$ cat config.mk
export PLATFORM = sky130hd
export DESIGN_NAME = rsa_xcel_mont_param_xcel_flat
export DESIGN_NICKNAME = d
export VERILOG_FILES = /design/src/rtl/rsa_xcel_mont_param_xcel_pkg.sv /design/src/rtl/rsa_xcel_mont_param_xcel_if.sv /design/src/rtl/rsa_xcel_mont_param_xcel_montmul.sv /design/src/rtl/rsa_xcel_mont_param_xcel.sv /design/src/flat_wrapper.sv
export SDC_FILE = /design/constraint.sdc
export NUM_CORES = 2
export LEC_CHECK = 0
export CAP_MARGIN = 10
export CELL_PAD_IN_SITES_DETAIL_PLACEMENT = 0
export CELL_PAD_IN_SITES_GLOBAL_PLACEMENT = 1
export CORE_ASPECT_RATIO = 0.7
export CORE_MARGIN = 3
export CORE_UTILIZATION = 35
export CTS_CLUSTER_DIAMETER = 200
export DETAILED_ROUTE_END_ITERATION = 16
export GPL_TIMING_DRIVEN = 0
export PLACE_DENSITY_LB_ADDON = 0.1
export SLEW_MARGIN = 20
export SYNTH_ARGS = -nofsm -noshare
export SYNTH_HDL_FRONTEND = slang
export SYNTH_HIERARCHICAL = 1
export SYNTH_SLANG_ARGS = --single-unit
export TNS_END_PERCENT = 5
$ cat constraint.sdc
create_clock -name clk -period 13.2 [get_ports clk]
set_input_delay 1.98 -clock clk [delete_from_list [all_inputs] [get_ports clk]]
set_output_delay 1.98 -clock clk [all_outputs]
set_load 0.01 [all_outputs]
$ cat src/rtl/rsa_xcel_mont_param_xcel_pkg.sv
// Shared definitions for the parametrised RSA Montgomery accelerator:
// xcel message formats, register map, control/phase encodings.
package rsa_xcel_mont_param_pkg;

  // xcel register addresses
  localparam logic [4:0] XR_GO   = 5'd0;
  localparam logic [4:0] XR_BASE = 5'd1;
  localparam logic [4:0] XR_EXP  = 5'd2;
  localparam logic [4:0] XR_MOD  = 5'd3;
  localparam logic [4:0] XR_R2   = 5'd4;
  localparam logic [4:0] XR_RES  = 5'd5;
  localparam logic [4:0] XR_CYC  = 5'd6;

  // message type field values
  localparam logic MSG_READ  = 1'b0;
  localparam logic MSG_WRITE = 1'b1;

  // top-level control states
  localparam logic [0:0] IDLE = 1'b0;
  localparam logic [0:0] CALC = 1'b1;

  // which Montgomery product of the exponentiation is in flight
  typedef enum logic [2:0] {
    PRE_B   = 3'd0,
    PRE_ACC = 3'd1,
    SQR     = 3'd2,
    MUL     = 3'd3,
    POST    = 3'd4
  } phase_e;

  typedef struct packed {
    logic        msg_type;
    logic [4:0]  addr;
    logic [31:0] data;
    logic [7:0]  opaque;
  } xcel_req_t;

  typedef struct packed {
    logic        msg_type;
    logic [31:0] data;
    logic [7:0]  opaque;
  } xcel_resp_t;

endpackage

$ cat src/rtl/rsa_xcel_mont_param_xcel_if.sv
// xcel request/response stream bundle between host and accelerator.
interface rsa_xcel_mont_param_xcel_if;
  import rsa_xcel_mont_param_pkg::*;

  xcel_req_t  xcel_reqstream_msg;
  logic       xcel_reqstream_val;
  logic       xcel_reqstream_rdy;
  xcel_resp_t xcel_respstream_msg;
  logic       xcel_respstream_val;
  logic       xcel_respstream_rdy;

  modport master (
    output xcel_reqstream_msg, xcel_reqstream_val, xcel_respstream_rdy,
    input  xcel_reqstream_rdy, xcel_respstream_msg, xcel_respstream_val
  );

  modport slave (
    input  xcel_reqstream_msg, xcel_reqstream_val, xcel_respstream_rdy,
    output xcel_reqstream_rdy, xcel_respstream_msg, xcel_respstream_val
  );
endinterface

$ cat src/rtl/rsa_xcel_mont_param_xcel_montmul.sv
// Bit-serial radix-2 Montgomery multiplier: result = a*b*2^-NBITS mod n.
// start is sampled on the edge that also performs bit 0, so a product takes
// NBITS+1 edges and a new start may coincide with the done cycle.
module rsa_xcel_mont_MontMulSerial #(
  parameter int NBITS = 64
) (
  input  logic             clk,
  input  logic             reset,
  input  logic             start,
  input  logic [NBITS-1:0] a,
  input  logic [NBITS-1:0] b,
  input  logic [NBITS-1:0] n,
  output logic             done,
  output logic [NBITS-1:0] result
);
  localparam int CW = $clog2(NBITS + 1);
  localparam logic [CW-1:0] LAST = CW'(NBITS);

  logic             busy;
  logic [CW-1:0]    cnt;
  logic [NBITS-1:0] a_sh;
  logic [NBITS-1:0] b_q;
  logic [NBITS-1:0] n_q;
  logic [NBITS+1:0] t;

  // one reduction step: add a_i*b, make even by adding n, halve
  function automatic logic [NBITS+1:0] step(input logic [NBITS+1:0] t_in,
                                            input logic bit_in,
                                            input logic [NBITS-1:0] bv,
                                            input logic [NBITS-1:0] nv);
    logic [NBITS+1:0] s;
    s = t_in + (bit_in ? {2'b00, bv} : '0);
    if (s[0]) s = s + {2'b00, nv};
    return s >> 1;
  endfunction

  // iterate over the bits of a, then one conditional-subtract cycle
  always_ff @(posedge clk or posedge reset) begin
    if (reset) begin
      busy <= 1'b0;
      cnt  <= '0;
      a_sh <= '0;
      b_q  <= '0;
      n_q  <= '0;
      t    <= '0;
      done <= 1'b0;
    end else begin
      done <= 1'b0;
      if (start) begin
        b_q  <= b;
        n_q  <= n;
        a_sh <= a >> 1;
        t    <= step('0, a[0], b, n);
        cnt  <= CW'(1);
        busy <= 1'b1;
      end else if (busy) begin
        if (cnt == LAST) begin
          if (t >= {2'b00, n_q}) t <= t - {2'b00, n_q};
          busy <= 1'b0;
          done <= 1'b1;
        end else begin
          t    <= step(t, a_sh[0], b_q, n_q);
          a_sh <= a_sh >> 1;
          cnt  <= cnt + 1'b1;
        end
      end
    end
  end

  assign result = t[NBITS-1:0];
endmodule

$ cat src/rtl/rsa_xcel_mont_param_xcel.sv
// RSA modular exponentiation accelerator on the xcel req/resp streams.
// Left-to-right square-and-multiply over a serial Montgomery multiplier.
// Optional: define RSA_XCEL_MONT_CYCLE_COUNT_EN to build the xr6 cycle counter.
module rsa_xcel_mont_param_xcel
  import rsa_xcel_mont_param_pkg::*;
#(
  parameter int NBITS = 64
) (
  input logic clk,
  input logic reset,
  rsa_xcel_mont_param_xcel_if.slave xcel
);
  localparam int NW = NBITS / 32;
  localparam int PW = (NW > 1) ? $clog2(NW) : 1;
  localparam int IW = $clog2(NBITS);
  localparam logic [PW-1:0] PTR_RST  = (NW > 1) ? PW'(1) : PW'(0);
  localparam logic [PW-1:0] PTR_LAST = PW'(NW - 1);
  localparam logic [NBITS-1:0] ONE   = NBITS'(1);

  xcel_req_t        req;
  logic             req_fire, go_fire;
  logic [0:0]       state;
  phase_e           phase, phase_next;
  logic [IW-1:0]    bit_idx, idx_next;
  logic [NBITS-1:0] base, exp, mod, r2, bm, res;
  logic [PW-1:0]    ptr;
  logic             resp_val;
  xcel_resp_t       resp_msg;
  logic [31:0]      rd_data, cyc_word;
  logic             mm_start, mm_done, finish;
  logic [NBITS-1:0] mm_a, mm_b, mm_result;
  logic [31:0]      res_words [2**PW];

  assign req      = xcel.xcel_reqstream_msg;
  assign req_fire = xcel.xcel_reqstream_val && xcel.xcel_reqstream_rdy;
  assign go_fire  = req_fire && (req.msg_type == MSG_WRITE) && (req.addr == XR_GO);

  assign xcel.xcel_reqstream_rdy  = (state != CALC) && (!resp_val || xcel.xcel_respstream_rdy);
  assign xcel.xcel_respstream_val = resp_val;
  assign xcel.xcel_respstream_msg = resp_msg;

  // new word enters at the top; NW writes leave the first word at the bottom
  function automatic logic [NBITS-1:0] shift_in(input logic [NBITS-1:0] cur,
                                                input logic [31:0] w);
    logic [NBITS+31:0] cat;
    cat = {w, cur};
    return cat[NBITS+31:32];
  endfunction

  // result split into readable words, padded to a power of two
  for (genvar gi = 0; gi < 2**PW; gi++) begin : g_words
    if (gi < NW) begin : g_live
      assign res_words[gi] = res[gi*32 +: 32];
    end else begin : g_pad
      assign res_words[gi] = '0;
    end
  end

`ifdef RSA_XCEL_MONT_CYCLE_COUNT_EN
  logic [31:0] cyc_cnt;
  // count CALC cycles of the latest operation, saturating
  always_ff @(posedge clk or posedge reset) begin
    if (reset)                                cyc_cnt <= '0;
    else if (go_fire)                         cyc_cnt <= '0;
    else if (state == CALC && cyc_cnt != '1)  cyc_cnt <= cyc_cnt + 1'b1;
  end
  assign cyc_word = cyc_cnt;
`else
  assign cyc_word = '0;
`endif

  // read data mux for the request being accepted
  always_comb begin
    rd_data = '0;
    case (req.addr)
      XR_GO:   rd_data = res_words[0];
      XR_RES:  rd_data = res_words[ptr];
      XR_CYC:  rd_data = cyc_word;
      default: rd_data = '0;
    endcase
  end

  // single response register, echoes type and opaque
  always_ff @(posedge clk or posedge reset) begin
    if (reset) begin
      resp_val <= 1'b0;
      resp_msg <= '0;
    end else if (req_fire) begin
      resp_val          <= 1'b1;
      resp_msg.msg_type <= req.msg_type;
      resp_msg.data     <= (req.msg_type == MSG_WRITE) ? 32'd0 : rd_data;
      resp_msg.opaque   <= req.opaque;
    end else if (xcel.xcel_respstream_rdy) begin
      resp_val <= 1'b0;
    end
  end

  // operand registers load word-serially from host writes
  always_ff @(posedge clk or posedge reset) begin
    if (reset) begin
      base <= '0;
      exp  <= '0;
      mod  <= '0;
      r2   <= '0;
    end else if (req_fire && req.msg_type == MSG_WRITE) begin
      case (req.addr)
        XR_BASE: base <= shift_in(base, req.data);
        XR_EXP:  exp  <= shift_in(exp,  req.data);
        XR_MOD:  mod  <= shift_in(mod,  req.data);
        XR_R2:   r2   <= shift_in(r2,   req.data);
        default: ;
      endcase
    end
  end

  // choose the next Montgomery product; operands forward the previous result
  always_comb begin
    mm_start   = 1'b0;
    mm_a       = mm_result;
    mm_b       = mm_result;
    phase_next = phase;
    idx_next   = bit_idx;
    finish     = 1'b0;
    if (state == IDLE) begin
      if (go_fire && mod[0]) begin
        mm_start   = 1'b1;
        mm_a       = base;
        mm_b       = r2;
        phase_next = PRE_B;
      end
    end else if (mm_done) begin
      case (phase)
        PRE_B: begin
          mm_start   = 1'b1;
          mm_a       = ONE;
          mm_b       = r2;
          phase_next = PRE_ACC;
        end
        PRE_ACC: begin
          mm_start   = 1'b1;
          phase_next = SQR;
          idx_next   = IW'(NBITS - 1);
        end
        SQR: begin
          mm_start = 1'b1;
          if (exp[bit_idx]) begin
            mm_b       = bm;
            phase_next = MUL;
          end else if (bit_idx == '0) begin
            mm_b       = ONE;
            phase_next = POST;
          end else begin
            idx_next = bit_idx - 1'b1;
          end
        end
        MUL: begin
          mm_start = 1'b1;
          if (bit_idx == '0) begin
            mm_b       = ONE;
            phase_next = POST;
          end else begin
            idx_next   = bit_idx - 1'b1;
            phase_next = SQR;
          end
        end
        default: finish = 1'b1;
      endcase
    end
  end

  // control state, saved base product, result latch and read pointer
  always_ff @(posedge clk or posedge reset) begin
    if (reset) begin
      state   <= IDLE;
      phase   <= PRE_B;
      bit_idx <= '0;
      bm      <= '0;
      res     <= '0;
      ptr     <= PTR_RST;
    end else begin
      phase   <= phase_next;
      bit_idx <= idx_next;
      if (state == IDLE) begin
        if (go_fire) begin
          if (mod[0]) begin
            state <= CALC;
          end else begin
            res <= '0;
            ptr <= PTR_RST;
          end
        end else if (req_fire && req.msg_type == MSG_READ && req.addr == XR_RES) begin
          ptr <= (ptr == PTR_LAST) ? '0 : ptr + 1'b1;
        end
      end else begin
        if (mm_done && phase == PRE_B) bm <= mm_result;
        if (finish) begin
          state <= IDLE;
          res   <= mm_result;
          ptr   <= PTR_RST;
        end
      end
    end
  end

  rsa_xcel_mont_MontMulSerial #(.NBITS(NBITS)) u_mm (
    .clk    (clk),
    .reset  (reset),
    .start  (mm_start),
    .a      (mm_a),
    .b      (mm_b),
    .n      (mod),
    .done   (mm_done),
    .result (mm_result)
  );
endmodule

$ cat src/flat_wrapper.sv
// flat-port wrapper written by rule: the top's interface ports become plain ports
module rsa_xcel_mont_param_xcel_flat import rsa_xcel_mont_param_pkg::*;
#(
  parameter int NBITS = 64
)
  (clk, reset, xcel_xcel_reqstream_msg, xcel_xcel_reqstream_val, xcel_xcel_respstream_rdy, xcel_xcel_reqstream_rdy, xcel_xcel_respstream_msg, xcel_xcel_respstream_val);
  rsa_xcel_mont_param_xcel_if xcel_i ();
  input logic clk;
  input logic reset;
  input wire logic [$bits(xcel_i.xcel_reqstream_msg)-1:0] xcel_xcel_reqstream_msg;
  input wire logic [$bits(xcel_i.xcel_reqstream_val)-1:0] xcel_xcel_reqstream_val;
  input wire logic [$bits(xcel_i.xcel_respstream_rdy)-1:0] xcel_xcel_respstream_rdy;
  output wire logic [$bits(xcel_i.xcel_reqstream_rdy)-1:0] xcel_xcel_reqstream_rdy;
  output wire logic [$bits(xcel_i.xcel_respstream_msg)-1:0] xcel_xcel_respstream_msg;
  output wire logic [$bits(xcel_i.xcel_respstream_val)-1:0] xcel_xcel_respstream_val;
  assign xcel_i.xcel_reqstream_msg = xcel_xcel_reqstream_msg;
  assign xcel_i.xcel_reqstream_val = xcel_xcel_reqstream_val;
  assign xcel_i.xcel_respstream_rdy = xcel_xcel_respstream_rdy;
  assign xcel_xcel_reqstream_rdy = xcel_i.xcel_reqstream_rdy;
  assign xcel_xcel_respstream_msg = xcel_i.xcel_respstream_msg;
  assign xcel_xcel_respstream_val = xcel_i.xcel_respstream_val;
  rsa_xcel_mont_param_xcel #(.NBITS(NBITS)) u_core (.clk(clk), .reset(reset), .xcel(xcel_i));
endmodule
==> flow_metrics.tcl <==
set metrics [dict create \
    finalCritPeriodShare_pct 77.1 \
    crit_fanout 10 \
    portBuffers 92 \
    cp-end-kind "register" \
    die_x_um 453 \
    cap_viol_max_count 0 \
    outcome "complete, no violations" \
    r2r-end "u_core/u_mm/t[60]" \
    nets 5788 \
    routed_via_density 6.11 \
    drc 0 \
    tns_ns 0 \
    dpl_cell_area_mm2 0.0527 \
    yosys-top-cells-count "702 x dfrtp_1, 524 x nand2_1, 412 x mux2_2" \
    worstHoldStart "u_core/res[18]" \
    synth.most_common_cell "dfrtp_1" \
    synth_warnings 6 \
    slew-limit-headroom_pct 13.3 \
    hold_depth 2 \
    synthArstFlopShare_pct 100 \
    finalPower_mw 9.69 \
    cts_resized 0 \
    layout-drive-gt1-share_pct 13.9 \
    ys.flop_type "dfrtp_1" \
    cts.sinks 703 \
    cts_setup_buffers 0 \
    first_iter_violations 5746 \
    fmax_mhz 98.2 \
    coreArea_mm2 0.138 \
    chipHeight_um 319 \
    clockBufferDepth 3 \
    period_needed_ns 10.18 \
    p_leak_nw 25.0 \
    synth_top_area_share_pct 35.9 \
    synth_cell_type_count 102 \
    grt_max_degree 95 \
    dieArea_mm2 0.144 \
    setup_violations 0 \
    first_pass_iters 9 \
    ios 93 \
    cts_buffers 80 \
    rsz0062_at_grt "false" \
    worstSetupStartpoint "xcel_xcel_reqstream_msg[40]" \
    max_stage_delay_ns 0.80 \
    synth_edf_count 0 \
    power_density_mw_per_mm2 174 \
    synth-seq-cells 703 \
    rrSetupSlack_ns 3.41 \
    nFillCells 14100 \
    wl_per_cell_um 31.6 \
    areaGrowthSynthToFinish_pct 13.6 \
    place_congestion 0.986 \
    reg2reg_depth 23 \
    cts_tree "done" \
    syn_area_mm2 0.0489 \
    synth_top_cell_by_area "dfrtp_1" \
    hold_buffers 0 \
    p_switching_mw 4.37 \
    r2r-start "u_core/phase[1]" \
    ir_worst_vdd_v 0.000108 \
    syn_avg_cell_area_um2 9.27 \
    comb_power_share_pct 47.2 \
    cp-start-kind "input pin" \
    min_to "u_core/xcel.xcel_respstream_msg[26]" \
    cp_num_buf_inv 5 \
    postSynthNetCount 5586 \
    p_int_mw 5.32 \
    num_rows 114 \
    drtAntennaViolNets 0 \
    tightest_slew_ns 1.30 \
    ys_seq_area_share_pct 36.0 \
    min_path_type "register to register" \
    seq_power_share_pct 27.5 \
    grt.overflow.total 0 \
    vias 45300 \
    ys_top_cells_by_area "dfrtp_1 36%, mux2_2 9.5%, ha_1 6.6%, nand2_1 4.0%, a21oi_1 3.5%" \
    skew_ns 0.0220 \
    initial_core_util_pct 35.3 \
    final_util_pct 40.1 \
    path_clk_slew_ns 0.06 \
    path_delay_family "compound AO/OA/AOI/OAI gates" \
    worstPathArrival_ns 10.79 \
    netlist_instances 5275 \
    design_area_mm2 0.0555 \
    whs_ns 0.492 \
    dp_hpwl_um 194000 \
    grt_pass1_vias 42000 \
    criticalPathCategory "input pin to register" \
    cts-root-buf "clkbuf_16" \
    grt_pass1_wl_um 326000 \
    worstPathRequired_ns 13.81 \
    drv_slew 0 \
    cp_slowest_cell "clkbuf_1" \
    htreeDepth 3 \
    grt_usage_pct 31.6 \
    clkPwrFrac_pct 25.3 \
    antenna_found_initial 27 \
    switching_share_pct 45.1 \
    hold_viol 0 \
    wirelength_um 234000 \
    clk_latency_ns 0.71 \
]
## placed cells by master (no fill, tap or decap), types with 35 or more instances in the layout
cell type,n
dfrtp_1,702
nand2_1,524
mux2_2,412
a21oi_1,342
o21ai_0,301
ha_1,257
clkbuf_1,249
nor2_1,215
inv_1,184
nand3_1,181
mux2i_1,147
and2_1,146
a21o_1,143
xnor2_1,137
clkdlybuf4s50_1,92
xor2_1,88
clkbuf_16,81
a22o_1,79
a222oi_1,77
o22ai_1,73
buf_4,66
nand4_1,61
nor3_1,57
a31oi_1,51
and3_1,46
o21ai_1,46
a211oi_1,46
o21bai_1,42
buf_2,39
o21a_1,38
buf_1,37
nor2b_1,35
## power by group through the flow
stage | clock network [mW] | registers [mW] | logic (mW)
4_1_cts | 2.49 | 2.66 | 4.48
6_report | 2.45 | 2.66 | 4.57
5_1_grt | 2.59 | 2.66 | 4.90
3_3_place_gp | 0 | 2.70 | 4.47
3_5_place_dp | 0 | 2.70 | 4.46
2_1_floorplan | 0 | 2.48 | 2.96
## sequential cells by signal, summed over array words and instances, names as in the netlist, 3 cells and up
| signal | cells |
|---|---|
| u_core/base | 64 |
| u_core/bit_idx | 6 |
| u_core/bm | 64 |
| u_core/exp | 64 |
| u_core/mod | 64 |
| u_core/phase | 3 |
| u_core/r2 | 64 |
| u_core/res | 64 |
| u_core/u_mm/a_sh | 63 |
| u_core/u_mm/b_q | 64 |
| u_core/u_mm/cnt | 7 |
| u_core/u_mm/n_q | 64 |
| u_core/u_mm/t | 66 |
| u_core/xcel.xcel_respstream_msg | 41 |
## worst max path at each step
stage / end / slack (ns) / depth (start not counted)
floorplan: u_core/u_mm/a_sh[0] / 3.89 / 1
global placement: u_core/u_mm/n_q[1] / -1.45 / 2
detailed placement: u_core/u_mm/t[60] / 1.99 / 24
CTS: u_core/u_mm/t[56] / 2.73 / 24
global route: u_core/u_mm/t[56] / 2.82 / 24
finish: u_core/u_mm/t[63] / 3.02 / 25
## routing by layer
layer	GRT usage, %	vias up	wire length, um
met2	41.8	1998	91000
li1	-	19900	-
met3	8.18	214	23600
met1	50.7	23200	115000
met4	5.39	6	4180
met5	0	-	46
## cell families (layout without fill, tap and decap cells)
| family | count (synthesis) | in the layout | synth area share (%) |
|---|---|---|---|
| flops | 703 | 703 | 36.0 |
| compound gates | 1526 | 1526 | 21.0 |
| simple gates | 1404 | 1404 | 13.8 |
| buf+inv | 576 | 837 | 5.04 |
| mux | 580 | 580 | 13.4 |
| fa+ha+maj | 261 | 261 | 6.74 |
| xor+xnor | 225 | 225 | 4.03 |
| other cells | 0 | 12 | 0 |
## final cells by class
type                    instances  area [um2]  area share [%]
clock buffers                 108        2230            4.01
well taps                    1856        2320            4.18
plain buffers                 390        1790            3.23
inverters                     186         709            1.28
repair buffers                120        1420            2.56
multi-input cells            3996       28900            52.0
diodes                         12        30.0          0.0541
clock inverters                33         551           0.991
flip-flops and latches        703       17600            31.7
## per-stage QoR
| step | std cells | worst slack, ns |
|---|---|---|
| 6_report | 7404 | 3.02 |
| 5_1_grt | 7392 | 2.82 |
| 4_1_cts | 7392 | 2.73 |
| 3_5_place_dp | 7251 | 1.99 |
| 3_3_place_gp | 7223 | -1.45 |
| 2_1_floorplan | 5275 | 3.89 |
## worst reg2reg max path, cell delays in order, from the launching register on
cell      delay (ns)
dfrtp_1         0.45
or2_2           0.29
clkbuf_1        0.16
nor2_1          0.86
nand3_1         0.25
clkbuf_1        0.45
buf_1           0.60
nand3_1         0.31
clkbuf_1        0.73
clkbuf_1        0.85
clkbuf_1        0.64
and2_1          0.23
ha_1            0.24
o21ai_0         0.13
o21ai_0         0.20
a21oi_1         0.12
o211ai_1        0.70
a211o_1         0.40
a31oi_2         0.24
o32ai_1         0.82
a21oi_1         0.26
mux2i_1         0.28
o211ai_1        0.18
a311o_1         0.31
(Power assumes the default switching activity.)
